## src/rtl/io_port_eeprom_bridge_if.sv

```systemverilog
// rtl/io_port_eeprom_bridge_if.sv - CPU I/O page bus bundle for io_port_eeprom_bridge
interface io_port_eeprom_bridge_if;
  logic [7:0] bus_addr;
  logic [7:0] bus_wdata;
  logic       bus_we;
  logic       bus_re;
  logic [7:0] bus_rdata;
  logic       bus_rvalid;

  modport master (
    output bus_addr, bus_wdata, bus_we, bus_re,
    input  bus_rdata, bus_rvalid
  );

  modport slave (
    input  bus_addr, bus_wdata, bus_we, bus_re,
    output bus_rdata, bus_rvalid
  );
endinterface

```

## src/rtl/io_port_eeprom_bridge.sv

```systemverilog
// rtl/io_port_eeprom_bridge.sv - IO_DIR/IO_DATA port with open-drain EEPROM lines and save-dirty bus monitor
// Optional IO_GLITCH_FILTER_EN: synchronise and debounce the monitor's scl/sda copies.
module io_port_eeprom_bridge #(
  parameter logic [7:0] IO_BASE     = 8'h60,
  parameter int         FILTER_LEN  = 2,
  parameter int         DIRTY_CNT_W = 16
) (
  input  logic                   clk,
  input  logic                   reset,
  io_port_eeprom_bridge_if.slave bus,
  output logic                   eeprom_clk,
  output logic                   eeprom_data,
  input  logic                   eeprom_data_in,
  input  logic                   ir_rx,
  output logic                   ir_tx,
  output logic                   rumble,
  output logic                   ir_disable,
  output logic                   save_dirty,
  input  logic                   save_clear,
  output logic [DIRTY_CNT_W-1:0] write_count
);

  typedef enum logic [2:0] {
    ST_IDLE, ST_CTRL, ST_ADDR_HI, ST_ADDR_LO, ST_DATA, ST_IGNORE
  } mon_state_e;

  logic [7:0] dir_q, dir_d, dat_q, dat_d;
  logic [7:0] rdata_q, rdata_d;
  logic       rvalid_q, rvalid_d;
  logic       hit_dir, hit_dat, sda_line;

  mon_state_e             state_q, state_d;
  logic [7:0]             sr_q, sr_d;
  logic [3:0]             bitcnt_q, bitcnt_d;
  logic                   scl_prev_q, scl_prev_d, sda_prev_q, sda_prev_d;
  logic                   dirty_q, dirty_d;
  logic [DIRTY_CNT_W-1:0] cnt_q, cnt_d;
  logic                   mon_scl, mon_sda;
  logic                   start_c, stop_c, rise_c, byte_done;

  // Undriven bits float high through the pull-up; rumble instead defaults off.
  assign ir_tx       = ~dir_q[0] | dat_q[0];
  assign eeprom_data = ~dir_q[2] | dat_q[2];
  assign eeprom_clk  = ~dir_q[3] | dat_q[3];
  assign ir_disable  = ~dir_q[5] | dat_q[5];
  assign rumble      = dir_q[4] & dat_q[4];
  assign sda_line    = eeprom_data & eeprom_data_in;

  assign hit_dir = (bus.bus_addr == IO_BASE);
  assign hit_dat = (bus.bus_addr == IO_BASE + 8'd1);

  assign bus.bus_rdata  = rdata_q;
  assign bus.bus_rvalid = rvalid_q;
  assign save_dirty     = dirty_q;
  assign write_count    = cnt_q;

  always_comb begin
    dir_d    = dir_q;
    dat_d    = dat_q;
    rdata_d  = rdata_q;
    rvalid_d = 1'b0;
    if (bus.bus_we && hit_dir) dir_d = bus.bus_wdata;
    if (bus.bus_we && hit_dat) dat_d = bus.bus_wdata;
    // Readback uses the pre-write register value, so same-cycle write+read returns old data.
    if (bus.bus_re && (hit_dir || hit_dat)) begin
      rvalid_d = 1'b1;
      rdata_d  = hit_dir ? dir_q : {dat_q[7:3], sda_line, ir_rx, dat_q[0]};
    end
  end

`ifdef IO_GLITCH_FILTER_EN
  localparam int FCNT_W = $clog2(FILTER_LEN + 1);

  logic [1:0]        sync1_q, sync1_d, sync2_q, sync2_d, filt_q, filt_d;
  logic [FCNT_W-1:0] fcnt_q, fcnt_d;

  always_comb begin
    sync1_d = {eeprom_clk, sda_line};
    sync2_d = sync1_q;
    filt_d  = filt_q;
    fcnt_d  = '0;
    if (sync2_q != filt_q) begin
      if (fcnt_q == FCNT_W'(FILTER_LEN - 1)) filt_d = sync2_q;
      else fcnt_d = fcnt_q + 1'b1;
    end
  end

  always_ff @(posedge clk) begin
    if (reset) begin
      sync1_q <= 2'b11;
      sync2_q <= 2'b11;
      filt_q  <= 2'b11;
      fcnt_q  <= '0;
    end else begin
      sync1_q <= sync1_d;
      sync2_q <= sync2_d;
      filt_q  <= filt_d;
      fcnt_q  <= fcnt_d;
    end
  end

  assign mon_scl = filt_q[1];
  assign mon_sda = filt_q[0];
`else
  assign mon_scl = eeprom_clk;
  assign mon_sda = sda_line;
`endif

  assign start_c = scl_prev_q & mon_scl & sda_prev_q & ~mon_sda;
  assign stop_c  = scl_prev_q & mon_scl & ~sda_prev_q & mon_sda;
  assign rise_c  = ~scl_prev_q & mon_scl;

  always_comb begin
    state_d    = state_q;
    sr_d       = sr_q;
    bitcnt_d   = bitcnt_q;
    byte_done  = 1'b0;
    scl_prev_d = mon_scl;
    sda_prev_d = mon_sda;
    if (start_c) begin
      state_d  = ST_CTRL;
      bitcnt_d = 4'd0;
    end else if (stop_c) begin
      state_d  = ST_IDLE;
      bitcnt_d = 4'd0;
    end else if (rise_c && state_q != ST_IDLE && state_q != ST_IGNORE) begin
      // Ninth clock is the ACK slot: the sampled bit is not shifted in.
      if (bitcnt_q == 4'd8) begin
        bitcnt_d = 4'd0;
        case (state_q)
          ST_CTRL:    state_d = (sr_q == 8'hA0) ? ST_ADDR_HI : ST_IGNORE;
          ST_ADDR_HI: state_d = ST_ADDR_LO;
          ST_ADDR_LO: state_d = ST_DATA;
          ST_DATA:    byte_done = 1'b1;
          default:    state_d = state_q;
        endcase
      end else begin
        sr_d     = {sr_q[6:0], mon_sda};
        bitcnt_d = bitcnt_q + 4'd1;
      end
    end
  end

  always_comb begin
    dirty_d = dirty_q;
    cnt_d   = cnt_q;
    if (save_clear) begin
      dirty_d = 1'b0;
      cnt_d   = '0;
    end
    if (byte_done) begin
      dirty_d = 1'b1;
      if (save_clear) cnt_d = DIRTY_CNT_W'(1);
      else if (cnt_q != {DIRTY_CNT_W{1'b1}}) cnt_d = cnt_q + 1'b1;
    end
  end

  always_ff @(posedge clk) begin
    if (reset) begin
      dir_q      <= 8'h00;
      dat_q      <= 8'h00;
      rdata_q    <= 8'h00;
      rvalid_q   <= 1'b0;
      state_q    <= ST_IDLE;
      sr_q       <= 8'h00;
      bitcnt_q   <= 4'd0;
      scl_prev_q <= 1'b1;
      sda_prev_q <= 1'b1;
      dirty_q    <= 1'b0;
      cnt_q      <= '0;
    end else begin
      dir_q      <= dir_d;
      dat_q      <= dat_d;
      rdata_q    <= rdata_d;
      rvalid_q   <= rvalid_d;
      state_q    <= state_d;
      sr_q       <= sr_d;
      bitcnt_q   <= bitcnt_d;
      scl_prev_q <= scl_prev_d;
      sda_prev_q <= sda_prev_d;
      dirty_q    <= dirty_d;
      cnt_q      <= cnt_d;
    end
  end

endmodule

```

## src/flat_wrapper.sv

```systemverilog
// flat-port wrapper written by rule: the top's interface ports become plain ports
module io_port_eeprom_bridge_flat 
#(
  parameter logic [7:0] IO_BASE     = 8'h60,
  parameter int         FILTER_LEN  = 2,
  parameter int         DIRTY_CNT_W = 16
)
  (clk, reset, eeprom_clk, eeprom_data, eeprom_data_in, ir_rx, ir_tx, rumble, ir_disable, save_dirty, save_clear, write_count, bus_bus_addr, bus_bus_wdata, bus_bus_we, bus_bus_re, bus_bus_rdata, bus_bus_rvalid);
  io_port_eeprom_bridge_if bus_i ();
  input  logic clk;
  input  logic reset;
  output logic eeprom_clk;
  output logic eeprom_data;
  input  logic eeprom_data_in;
  input  logic ir_rx;
  output logic ir_tx;
  output logic rumble;
  output logic ir_disable;
  output logic save_dirty;
  input  logic save_clear;
  output logic [DIRTY_CNT_W-1:0] write_count;
  input wire logic [$bits(bus_i.bus_addr)-1:0] bus_bus_addr;
  input wire logic [$bits(bus_i.bus_wdata)-1:0] bus_bus_wdata;
  input wire logic [$bits(bus_i.bus_we)-1:0] bus_bus_we;
  input wire logic [$bits(bus_i.bus_re)-1:0] bus_bus_re;
  output wire logic [$bits(bus_i.bus_rdata)-1:0] bus_bus_rdata;
  output wire logic [$bits(bus_i.bus_rvalid)-1:0] bus_bus_rvalid;
  assign bus_i.bus_addr = bus_bus_addr;
  assign bus_i.bus_wdata = bus_bus_wdata;
  assign bus_i.bus_we = bus_bus_we;
  assign bus_i.bus_re = bus_bus_re;
  assign bus_bus_rdata = bus_i.bus_rdata;
  assign bus_bus_rvalid = bus_i.bus_rvalid;
  io_port_eeprom_bridge #(.IO_BASE(IO_BASE), .FILTER_LEN(FILTER_LEN), .DIRTY_CNT_W(DIRTY_CNT_W)) u_core (.clk(clk), .reset(reset), .bus(bus_i), .eeprom_clk(eeprom_clk), .eeprom_data(eeprom_data), .eeprom_data_in(eeprom_data_in), .ir_rx(ir_rx), .ir_tx(ir_tx), .rumble(rumble), .ir_disable(ir_disable), .save_dirty(save_dirty), .save_clear(save_clear), .write_count(write_count));
endmodule
```

## config.mk

```make
export PLATFORM = sky130hd
export DESIGN_NAME = io_port_eeprom_bridge_flat
export DESIGN_NICKNAME = d
export VERILOG_FILES = /design/src/rtl/io_port_eeprom_bridge_if.sv /design/src/rtl/io_port_eeprom_bridge.sv /design/src/flat_wrapper.sv
export SDC_FILE = /design/constraint.sdc
export NUM_CORES = 1
export LEC_CHECK = 0
export CORE_UTILIZATION = 60
export CTS_CLUSTER_DIAMETER = 200
export DETAILED_ROUTE_END_ITERATION = 6
export DONT_BUFFER_PORTS = 1
export PLACE_DENSITY = 0.86
export SETUP_SLACK_MARGIN = 0.02
export SYNTH_ARGS = -nofsm -noshare
export SYNTH_HDL_FRONTEND = slang
export SYNTH_SLANG_ARGS = --single-unit
```

## constraint.sdc

```tcl
create_clock -name clk -period 3.6 [get_ports clk]
set_clock_uncertainty 0.1 [all_clocks]
set_input_delay 0.54 -clock clk [delete_from_list [all_inputs] [get_ports clk]]
set_output_delay 0.54 -clock clk [all_outputs]
set_load 0.005 [all_outputs]
```

==> results.yml <==
critical_path:
  reg2reg_depth: 5
  path_cells: "nand4_2 -> nor4_2 -> nor2_1 -> or3b_1 -> a21oi_1"
  critPathMaxFanout: 11
  slowest_stage: "nor4_2"
  r2r_end: "u_core.write_count[0]"
  crit_type: "register to register"
  cp-start-kind: "register"
  critPathTopFamily: "simple AND/OR/NAND/NOR gates"
  crit_required_ns: 3.77
  r2r_setup_slack_ns: 1.25
  crit_buf_inv: 0
  critPathMaxStageDelay_ns: 0.89
  cp.arrival_ns: 2.53
  critPathCaptureType: "register"
  timing.rr.start: "u_core.write_count[13]"
power:
  p_int_mw: 0.919
  pwr-share-comb_pct: 1.6
  sw_frac_of_total_pct: 23.9
  p_leak_nw: 1.04
  seqPwrFrac_pct: 53.6
  irDropWorstVdd_mv: 0.268
  power_density_mw_per_mm2: 428
  power_mw: 1.21
  p_clk_share_pct: 44.8
  switchingPower_mw: 0.288
final_layout:
  drive_gt1_share_pct: 10.2
  finalNetCount: 314
  final_common_cell: "nor2_1"
  syn2layout_area_growth_pct: 6.57
  n_antenna_cell: 0
  fin_area_mm2: 0.00282
  fillers: 341
  mostFrequentLayoutCells: "nor2_1 (61), dfxtp_1 (58), mux2i_1 (31)"
global_route:
  grt_pass1_wl_mm: 8.25
  antenna_found_initial: 0
  overflow: 0
  grt_max_degree: 41
  grtUsageTotal_pct: 24.9
  grt_pass1_vias: 1919
yosys:
  synth_cell_types: 46
  synth_fp_nets: 317
  ys_ff_latch: 58
  synthCells: 291
  syn_avg_cell_area_um2: 9.09
  synth_edf_count: 0
  synthArstFlopShare_pct: 0
  seq_area_frac_synth_pct: 43.9
  synth_ff_type: "dfxtp_1"
  ys_warn_count: 0
  synthesis.area_mm2: 0.00265
sta:
  relSlewSlack_pct: 24.4
  fin_crit_sh_pct: 65.3
  fmax_mhz: 425
  slew_violations: 0
  fin_ws_ns: 1.25
  setup_viol: 0
  worst_slew_pin_slew_ns: 1.13
  hold_viol_final: 0
  period_needed_ns: 2.35
  setup_tns_ns: 0
  rsz0062_at_grt: "false"
detailed_routing:
  first_pass_iters: 4
  drt_iter0_drc: 88
  viasPerCell: 6.00
  ant_nets: 0
  via_count: 2058
  drc: 0
  wl_per_cell_um: 15.3
  wl_mm: 5.23
flow_run:
  maxCapViolCount: 0
cts:
  post_cts_resized: 0
  cts-root-buf: "clkbuf_8"
  cts.reportedPaths.clkPinSlew_ns: 0.07
  cts_setup_buffers: 0
  cts_sinks: 58
  cts_tree: "built"
  htreeDepth: 3
  cts-hold-fix-buffers: 0
  clock_latency_ns: 0.35
  cts_made_buffers: 9
  clock_path_buffers: 2
floorplanning:
  die_w_um: 68.4
  fp.dieH_um: 68.4
  fp.coreArea_mm2: 0.00412
  std_cell_rows: 23
  design.portCount: 54
  dieArea_mm2: 0.00468
  start_util_pct: 64.3
worst_hold_path:
  min_to: "u_core.sr_q[2]"
  whs_path_depth: 1
  hp-start: "reset"
  hold_class: "input pin to register"
place:
  gp_congestion: 0.801
  port_buffers: 0
  dp_hpwl_mm: 3.58
  post_dp_cell_area_mm2: 0.00264
  post-place-ws_ns: 1.31
outcome:
  status: "complete, no violations"
kinds of logic (layout without fill, tap and decap cells):
group                    after synthesis  after routing  share of synthesized area (%)
flip-flops                            58             58                           43.9
adder cells (fa/ha/maj)                3              3                           1.42
buffers and inverters                 22             24                           3.69
AO/OA/AOI/OAI                         36             36                           9.17
XOR/XNOR                              13             13                           4.30
AND/OR/NAND/NOR                      128            128                           25.8
multiplexers                          31             31                           11.7
stage by stage:
stage	hold slack, ns	util [%]	std cells
2_1_floorplan	0.354	-	291
3_3_place_gp	0.365	64.2	327
3_5_place_dp	0.383	64.2	327
4_1_cts	0.152	68.5	343
5_1_grt	0.140	68.5	343
6_report	0.152	68.5	343
cell usage after synthesis, types with 2 or more instances:
library cell	instances	area share, %
clkbuf_2	2	0.38
ha_1	3	1.4
nor3b_1	2	0.57
nand4_1	3	0.71
nor3_1	4	0.76
a21oi_1	10	1.9
nor4_1	5	1.2
and4_1	2	0.66
o21ai_0	6	1.1
a211oi_1	9	2.6
nand2b_1	6	1.4
xnor2_1	11	3.6
nor4b_1	2	0.66
nand4_2	2	0.95
buf_2	4	0.76
mux2i_1	31	12
nand2_1	11	1.6
a31oi_1	3	0.71
and3b_1	2	0.66
nor2_1	61	8.7
clkbuf_1	6	0.85
or2_2	2	0.47
inv_1	8	1.1
or4b_2	2	0.76
buf_4	2	0.57
nor4_2	3	1.4
and2_1	2	0.47
a41o_1	2	0.76
dfxtp_1	58	44
xor2_1	2	0.66
nand3_1	10	1.9
power by group through the flow:
stage | Clock (mW) | Combinational [mW] | Sequential (mW)
3_3_place_gp | 0 | 0.0187 | 0.661
5_1_grt | 0.584 | 0.0220 | 0.647
2_1_floorplan | 0 | 0.0219 | 0.660
4_1_cts | 0.550 | 0.0193 | 0.647
3_5_place_dp | 0 | 0.0192 | 0.661
6_report | 0.541 | 0.0193 | 0.647
state kept, by name (all words and copies together) (netlist names), 3 cells and up:
register              count
u_core.dir_q              8
u_core.write_count       16
u_core.dat_q              7
u_core.state_q            3
u_core.bus.bus_rdata      8
u_core.bitcnt_q           4
u_core.sr_q               8
cell type report:
cell class,count,area (um^2),share of cell area [%]
clock buffer,10,138,4.88
multi-input combinational,211,1390,49.2
clock inverter,6,41.3,1.46
inverter,8,30.0,1.06
sequential,58,1160,41.2
tap,50,62.6,2.22
worst register-to-register path: cells and delay by family, from the launching register on:
family	cells	cell delay, ns
flops	1	0.46
compound gates	1	0.14
simple gates	4	1.59
worst max path at each step:
stage / from / endpoint / slack [ns] / cells past startpoint
detailed placement: u_core.write_count[13] / u_core.write_count[0] / 1.31 / 5
finish: u_core.write_count[13] / u_core.write_count[0] / 1.25 / 5
global route: u_core.write_count[13] / u_core.write_count[0] / 1.07 / 5
floorplan: bus_bus_addr[1] / u_core.bus.bus_rdata[5] / 1.62 / 7
global placement: bus_bus_addr[1] / u_core.bus.bus_rdata[5] / 1.37 / 5
CTS: u_core.write_count[13] / u_core.write_count[0] / 1.26 / 5
layer usage:
metal  GRT usage (%)  wire (um)  vias to the layer above
li1                -          -                     1020
met1            27.3       2270                      969
met2            40.7       2500                       61
met3            11.5        401                        8
met4            11.7         67                        0
met5               0          0                        -
(Power assumes the default switching activity.)
